## src/rtl/bp_pkg.sv

```systemverilog
// Shared constants and counter helper for the branch history table.
package bp_pkg;

    localparam int BP_MODE_BIMODAL = 0;
    localparam int BP_MODE_GSHARE  = 1;
    localparam int STAT_W          = 32;
    localparam int CTR_MAX_W       = 32;

    // Saturating up/down step for a counter of ctr_bits width, zero-extended into CTR_MAX_W.
    function automatic logic [CTR_MAX_W-1:0] sat_update(
        input logic [CTR_MAX_W-1:0] ctr,
        input logic                 taken,
        input int unsigned          ctr_bits
    );
        logic [CTR_MAX_W-1:0] ctr_max;
        ctr_max = (CTR_MAX_W'(1) << ctr_bits) - CTR_MAX_W'(1);
        if (taken) begin
            return (ctr >= ctr_max) ? ctr : ctr + CTR_MAX_W'(1);
        end
        return (ctr == '0) ? ctr : ctr - CTR_MAX_W'(1);
    endfunction

endpackage

```

## src/rtl/bp_index_hash.sv

```systemverilog
// Table index from a PC and a history value: bimodal uses PC bits only, gshare xors in the history.
module bp_index_hash
    import bp_pkg::*;
#(
    parameter int PC_BITS    = 32,
    parameter int PC_SHIFT   = 2,
    parameter int INDEX_BITS = 6,
    parameter int HIST_BITS  = 6,
    parameter int MODE       = 0
) (
    input  logic [PC_BITS-1:0]    pc_i,
    input  logic [HIST_BITS-1:0]  hist_i,
    output logic [INDEX_BITS-1:0] idx_o
);

    logic [INDEX_BITS-1:0] hist_mix;
    logic                  unused_bits;

    generate
        if (MODE == BP_MODE_GSHARE) begin : g_gshare
            assign hist_mix = INDEX_BITS'(hist_i);
        end else begin : g_bimodal
            assign hist_mix = '0;
        end
    endgenerate

    assign idx_o = pc_i[PC_SHIFT +: INDEX_BITS] ^ hist_mix;

    // Alignment bits, upper PC bits and (in bimodal) the history do not affect the index.
    assign unused_bits = ^{pc_i, hist_i};

endmodule

```

## src/rtl/branch_predictor_bht.sv

```systemverilog
// Branch history table of saturating counters with 1-cycle lookup, same-cycle training,
// non-speculative global history and saturating lookup/mispredict statistics.
module branch_predictor_bht
    import bp_pkg::*;
#(
    parameter int PC_BITS    = 32,
    parameter int PC_SHIFT   = 2,
    parameter int INDEX_BITS = 6,
    parameter int CTR_BITS   = 2,
    parameter int HIST_BITS  = 6,
    parameter int MODE       = 0,
    parameter int INIT_CTR   = 1
) (
    input  logic                 clock,
    input  logic                 reset_n,
    input  logic                 lookup_valid,
    input  logic [PC_BITS-1:0]   lookup_pc,
    output logic                 pred_valid,
    output logic                 pred_taken,
    output logic [HIST_BITS-1:0] pred_ghr,
    input  logic                 update_valid,
    input  logic [PC_BITS-1:0]   update_pc,
    input  logic [HIST_BITS-1:0] update_ghr,
    input  logic                 update_taken,
    output logic [HIST_BITS-1:0] ghr,
    output logic [STAT_W-1:0]    stat_lookups,
    output logic [STAT_W-1:0]    stat_mispredicts
);

    localparam int                  ENTRIES  = 1 << INDEX_BITS;
    localparam logic [CTR_BITS-1:0] INIT_VAL = CTR_BITS'(INIT_CTR);

    logic [CTR_BITS-1:0]   ctr_q [ENTRIES];
    logic [CTR_BITS-1:0]   ctr_d [ENTRIES];
    logic [INDEX_BITS-1:0] lkp_idx;
    logic [INDEX_BITS-1:0] upd_idx;
    logic [CTR_BITS-1:0]   upd_old;
    logic [CTR_BITS-1:0]   upd_new;
    logic [CTR_BITS-1:0]   lkp_ctr;
    logic                  mispredict;

    logic                  pred_valid_q, pred_valid_d;
    logic                  pred_taken_q, pred_taken_d;
    logic [HIST_BITS-1:0]  pred_ghr_q, pred_ghr_d;
    logic [HIST_BITS-1:0]  ghr_q, ghr_d, ghr_shift;
    logic [STAT_W-1:0]     lookups_q, lookups_d;
    logic [STAT_W-1:0]     mispred_q, mispred_d;

    bp_index_hash #(
        .PC_BITS    (PC_BITS),
        .PC_SHIFT   (PC_SHIFT),
        .INDEX_BITS (INDEX_BITS),
        .HIST_BITS  (HIST_BITS),
        .MODE       (MODE)
    ) u_lookup_hash (
        .pc_i   (lookup_pc),
        .hist_i (ghr_q),
        .idx_o  (lkp_idx)
    );

    bp_index_hash #(
        .PC_BITS    (PC_BITS),
        .PC_SHIFT   (PC_SHIFT),
        .INDEX_BITS (INDEX_BITS),
        .HIST_BITS  (HIST_BITS),
        .MODE       (MODE)
    ) u_update_hash (
        .pc_i   (update_pc),
        .hist_i (update_ghr),
        .idx_o  (upd_idx)
    );

    assign upd_old    = ctr_q[upd_idx];
    assign upd_new    = CTR_BITS'(sat_update(CTR_MAX_W'(upd_old), update_taken, CTR_BITS));
    assign mispredict = update_valid && (upd_old[CTR_BITS-1] != update_taken);

    always_comb begin
        ctr_d = ctr_q;
        if (update_valid) begin
            ctr_d[upd_idx] = upd_new;
        end
    end

    // Reading the post-update array forwards a same-cycle training write to the lookup.
    assign lkp_ctr = ctr_d[lkp_idx];

    generate
        if (HIST_BITS == 1) begin : g_hist_one
            assign ghr_shift = update_taken;
        end else begin : g_hist_many
            assign ghr_shift = {ghr_q[HIST_BITS-2:0], update_taken};
        end
    endgenerate

    always_comb begin
        pred_valid_d = lookup_valid;
        pred_taken_d = pred_taken_q;
        pred_ghr_d   = pred_ghr_q;
        if (lookup_valid) begin
            pred_taken_d = lkp_ctr[CTR_BITS-1];
            pred_ghr_d   = ghr_q;
        end
    end

    always_comb begin
        ghr_d     = update_valid ? ghr_shift : ghr_q;
        lookups_d = lookups_q;
        mispred_d = mispred_q;
        if (lookup_valid && (lookups_q != '1)) begin
            lookups_d = lookups_q + STAT_W'(1);
        end
        if (mispredict && (mispred_q != '1)) begin
            mispred_d = mispred_q + STAT_W'(1);
        end
    end

    always_ff @(posedge clock or negedge reset_n) begin
        if (!reset_n) begin
            for (int i = 0; i < ENTRIES; i++) begin
                ctr_q[i] <= INIT_VAL;
            end
        end else begin
            ctr_q <= ctr_d;
        end
    end

    always_ff @(posedge clock or negedge reset_n) begin
        if (!reset_n) begin
            pred_valid_q <= 1'b0;
            pred_taken_q <= 1'b0;
            pred_ghr_q   <= '0;
            ghr_q        <= '0;
            lookups_q    <= '0;
            mispred_q    <= '0;
        end else begin
            pred_valid_q <= pred_valid_d;
            pred_taken_q <= pred_taken_d;
            pred_ghr_q   <= pred_ghr_d;
            ghr_q        <= ghr_d;
            lookups_q    <= lookups_d;
            mispred_q    <= mispred_d;
        end
    end

    assign pred_valid       = pred_valid_q;
    assign pred_taken       = pred_taken_q;
    assign pred_ghr         = pred_ghr_q;
    assign ghr              = ghr_q;
    assign stat_lookups     = lookups_q;
    assign stat_mispredicts = mispred_q;

endmodule
```

## config.mk

```make
export PLATFORM = sky130hd
export DESIGN_NAME = branch_predictor_bht
export DESIGN_NICKNAME = d
export VERILOG_FILES = /design/src/rtl/bp_pkg.sv /design/src/rtl/bp_index_hash.sv /design/src/rtl/branch_predictor_bht.sv
export SDC_FILE = /design/constraint.sdc
export NUM_CORES = 1
export LEC_CHECK = 0
export CAP_MARGIN = 5
export CORE_MARGIN = 1
export CORE_UTILIZATION = 50
export DETAILED_ROUTE_END_ITERATION = 6
export PLACE_DENSITY = 0.77
export REMOVE_ABC_BUFFERS = 1
export SLEW_MARGIN = 10
export SYNTH_ARGS = -nofsm -noshare
export SYNTH_HDL_FRONTEND = slang
export SYNTH_HIERARCHICAL = 1
export SYNTH_SLANG_ARGS = --single-unit
```

## constraint.sdc

```tcl
create_clock -name clock -period 3.3 [get_ports clock]
set_clock_uncertainty 0.2 [all_clocks]
set_input_delay 0.495 -clock clock [delete_from_list [all_inputs] [get_ports clock]]
set_output_delay 0.495 -clock clock [all_outputs]
set_load 0.01 [all_outputs]
```

==> results.md <==
- Sum of net half-perimeters after detailed placement: 22900 um
- Asr flop ratio synth: 100%
- Wire length of the first global-routing pass: 51100 um
- FMAX: 0.283 GHz
- Die span in y: 147 um
- Area of the core region: 20400 sq um
- Critical path's largest stage delay: 0.47 ns
- Power Dens Cells: 520 nW/um^2
- H-tree levels: 1
- Portion of the post-synthesis area used by sequential elements: 49.7%
- Iter 0 DRT Violations: 1000
- Most used cells in the layout excluding fill and tap cells: buf_4, dfrtp_1, nor2_1, nand2_1, clkdlybuf4s50_1
- Routability Congestion: 0.989
- Die area: 21700 sq um
- Clock latency on the worst-skew pair: 0.55 ns
- Register bit count reported by yosys: 206
- Initial antenna violation count: 0
- List of cells traversed by the critical path: clkdlybuf4s50_1, buf_4, and3_1, a221oi_2, nor2_1, nor2_2, nor4b_4, maj3_4, buf_6, buf_4, a211oi_1, o21ai_0, nand4_1, o2111ai_2, o2111ai_1
- Average instance area after synthesis: 10.6 sq um
- CTS Buffer Depth: 3
- Class of the most critical hold timing path: register to register
- Top-area cell type share of the netlist area: 33.7%
- Final sum of negative setup slack: -0.466 ns
- Logic pwr share: 23.2%
- Headroom to the max-slew limit: 52.3%
- Standard cell area after detailed placement: 13100 sq um
- Final core utilization: 71.0%
- Area used by multi-input combinational logic: 5290 sq um
- Final Instance Count excl. Fillers: 1556
- Internal power summed over all cells: 5.33 mW
- Max Slew Vio Count: 0
- Die width: 147 um
- Placed Instances: 1491
- Startpoint type of the worst setup path: input port
- Ys flop type: dfrtp_1
- Commonest non-fill, non-tap cell in the layout: buf_4
- Leakage power of the design: 6.38 nW
- Number of nets in the layout: 1346
- Reg power frac: 43.6%
- Element type at the critical path end: register
- Most area-consuming cells after synthesis: dfrtp_1, dfstp_2, mux2_2
- Via count of the first global-routing pass: 9172
- Overall overflow remaining after global route: 0
- Post-route DRC violation count: 0
- Fraction of power spent switching nets: 29.4%
- Worst vdd rail ir drop: 0.356 mV
- Fill cell total of the finished layout: 1467
- Post-placement worst setup slack: -1.08 ns
- Critical path data required time: 3.52 ns
- Largest net degree at the start of global routing: 90
- Vias after detailed routing: 9229
- Number of hold violations in the final report: 0
- Post-synthesis cell area: 10500 sq um
- Post-synth cell types: 77
- Starting utilization of the core area: 51.6%
- Final critical-path share of the clock period: 107%
- Via-to-Cell Ratio: 5.93
- Unrepaired setup endpoints after global routing: yes
- Routed Antenna Nets: 0
- Boundary Pins: 153
- Clock slew seen by the registers of the worst setup and hold paths: 0.07 ns
- Average wire per standard cell: 21.0 um
- Iteration count of the initial detailed-routing pass: 6
- Number of CTS-inserted buffers: 23
- Layout Area Growth over Synthesis: 37.7%
- Total clock sinks: 206
- Maximum capacitance violations: 0
- Setup violators final: 8
- Critical-path cell with the highest stage delay: clkdlybuf4s50_1
- Switching power of the nets: 2.22 mW
- Number of enable flip-flop cells after synthesis: 0
- Clock Root Buffer: clkbuf_16
- Outcome: finished with violations
- Fraction of final layout cells with drive strength greater than 1: 38.9%
- TritonCTS clock tree: built
- Worst-path fanout max: 16
- Type of the worst setup path: input port to register
- Worst Tran Pin Value: 0.716 ns
- Clock power frac: 33.2%
- Cell area after layout: 14500 sq um
- Total number of placement rows: 52
- Library cell with the largest summed area after synthesis: dfrtp_1
- Endpoint arrival time on the critical path: 3.75 ns
- Antenna fix cells: 0
- Register cell area after layout: 5240 sq um
- Final WS setup: -0.230 ns
- Most numerous cell on the critical path: buf_4
- Warnings, synthesis: 6
- Shortest period the worst path allows: 3.53 ns
- Failing checks: setup timing
- Cell count after synthesis: 990
- Aggregate global-route resource usage: 30.3%
- Routed WL: 32800 um
- Total of buffers placed on input and output ports: 94
==> critical path: cells and delay by family <==
| family | cells | cell delay, ns |
|---|---|---|
| adders and majority gates | 1 | 0.35 |
| AOI/OAI and AO/OA | 5 | 0.85 |
| buffers and inverters | 4 | 1.01 |
| and+or+nand+nor | 5 | 1.05 |
==> metal layers <==
layer | vias up | part of all wire [%] | routed length [um] | track usage [%]
met5 | - | 0 | 0 | 0
met4 | 0 | 5.4 | 1770 | 14.2
met3 | 124 | 8.1 | 2640 | 5.16
met2 | 456 | 47 | 15300 | 47.2
met1 | 4515 | 40 | 13100 | 41.2
li1 | 4134 | - | - | -
==> power groups by stage <==
stage	sequential (mW)	combinational, mW	clock, mW
2_1_floorplan	3.27	0.729	0
3_3_place_gp	3.30	1.53	0
3_5_place_dp	3.31	1.58	0
4_1_cts	3.28	1.68	2.54
5_1_grt	3.34	1.87	2.64
6_report	3.29	1.75	2.50
==> Yosys cell counts (8+ instances only) <==
cell / number
a211oi_1: 24
a21oi_1: 49
a221oi_1: 9
and2_1: 10
and3_1: 15
buf_2: 15
buf_4: 14
clkbuf_1: 30
dfrtp_1: 142
dfstp_2: 64
inv_1: 10
mux2_2: 82
mux2i_1: 22
mux4_2: 12
nand2_1: 99
nand3_1: 33
nand4_1: 18
nor2_1: 108
nor2b_1: 8
nor3_1: 13
o21ai_0: 23
o21ai_1: 10
xnor2_1: 47
xor2_1: 16
==> cell type report <==
cell class | instances | share of cell area, %
Clock inverter | 9 | 0.474
Clock buffer | 33 | 4.59
Timing Repair Buffer | 320 | 19.8
Tap cell | 270 | 2.33
Multi-Input combinational cell | 708 | 36.5
Inverter | 10 | 0.285
Sequential cell | 206 | 36.1
==> path summary, 6_finish.rpt <==
path	from	end	slack [ns]	cells after the start
max	update_pc[6]	pred_taken$_DFFE_PN0P_	-0.23	15
min	stat_lookups[30]$_DFFE_PN0P_	stat_lookups[30]$_DFFE_PN0P_	0.29	1
max reg2reg	register	pred_taken$_DFFE_PN0P_	-0.22	13
min reg2reg	stat_lookups[30]$_DFFE_PN0P_	stat_lookups[30]$_DFFE_PN0P_	0.29	1
max in group asynchronous	reset_n	asynchronous set/reset pin	1.68	3
min in group asynchronous	reset_n	ctr_q[5]$_DFF_PN0_	0.37	2
==> per-stage QoR <==
step | power [mW] | hold slack [ns]
CTS | 7.50 | 0.290
finish | 7.55 | 0.290
global route | 7.85 | 0.305
global placement | 4.83 | 0.273
floorplan | 4.00 | -0.000591
detailed placement | 4.89 | 0.280
==> logic make-up after synthesis <==
group | count (synthesis) | synth area share (%)
xor+xnor | 63 | 5.24
flops | 206 | 49.7
compound gates | 182 | 11.7
fa+ha+maj | 3 | 0.368
mux | 120 | 13.9
buf+inv | 77 | 3.85
simple gates | 339 | 15.3
==> what timing repair did <==
action | CTS | global route
gates cloned | 4 | 1
pin swaps | 25 | 22
buffers inserted | 8 | 10
endpoints found under the setup margin | 24 | 22
resized for setup | 63 | 52
endpoints found under the hold margin | 53 | 0
hold buffers | 1 | 0
(Power assumes the default switching activity.)
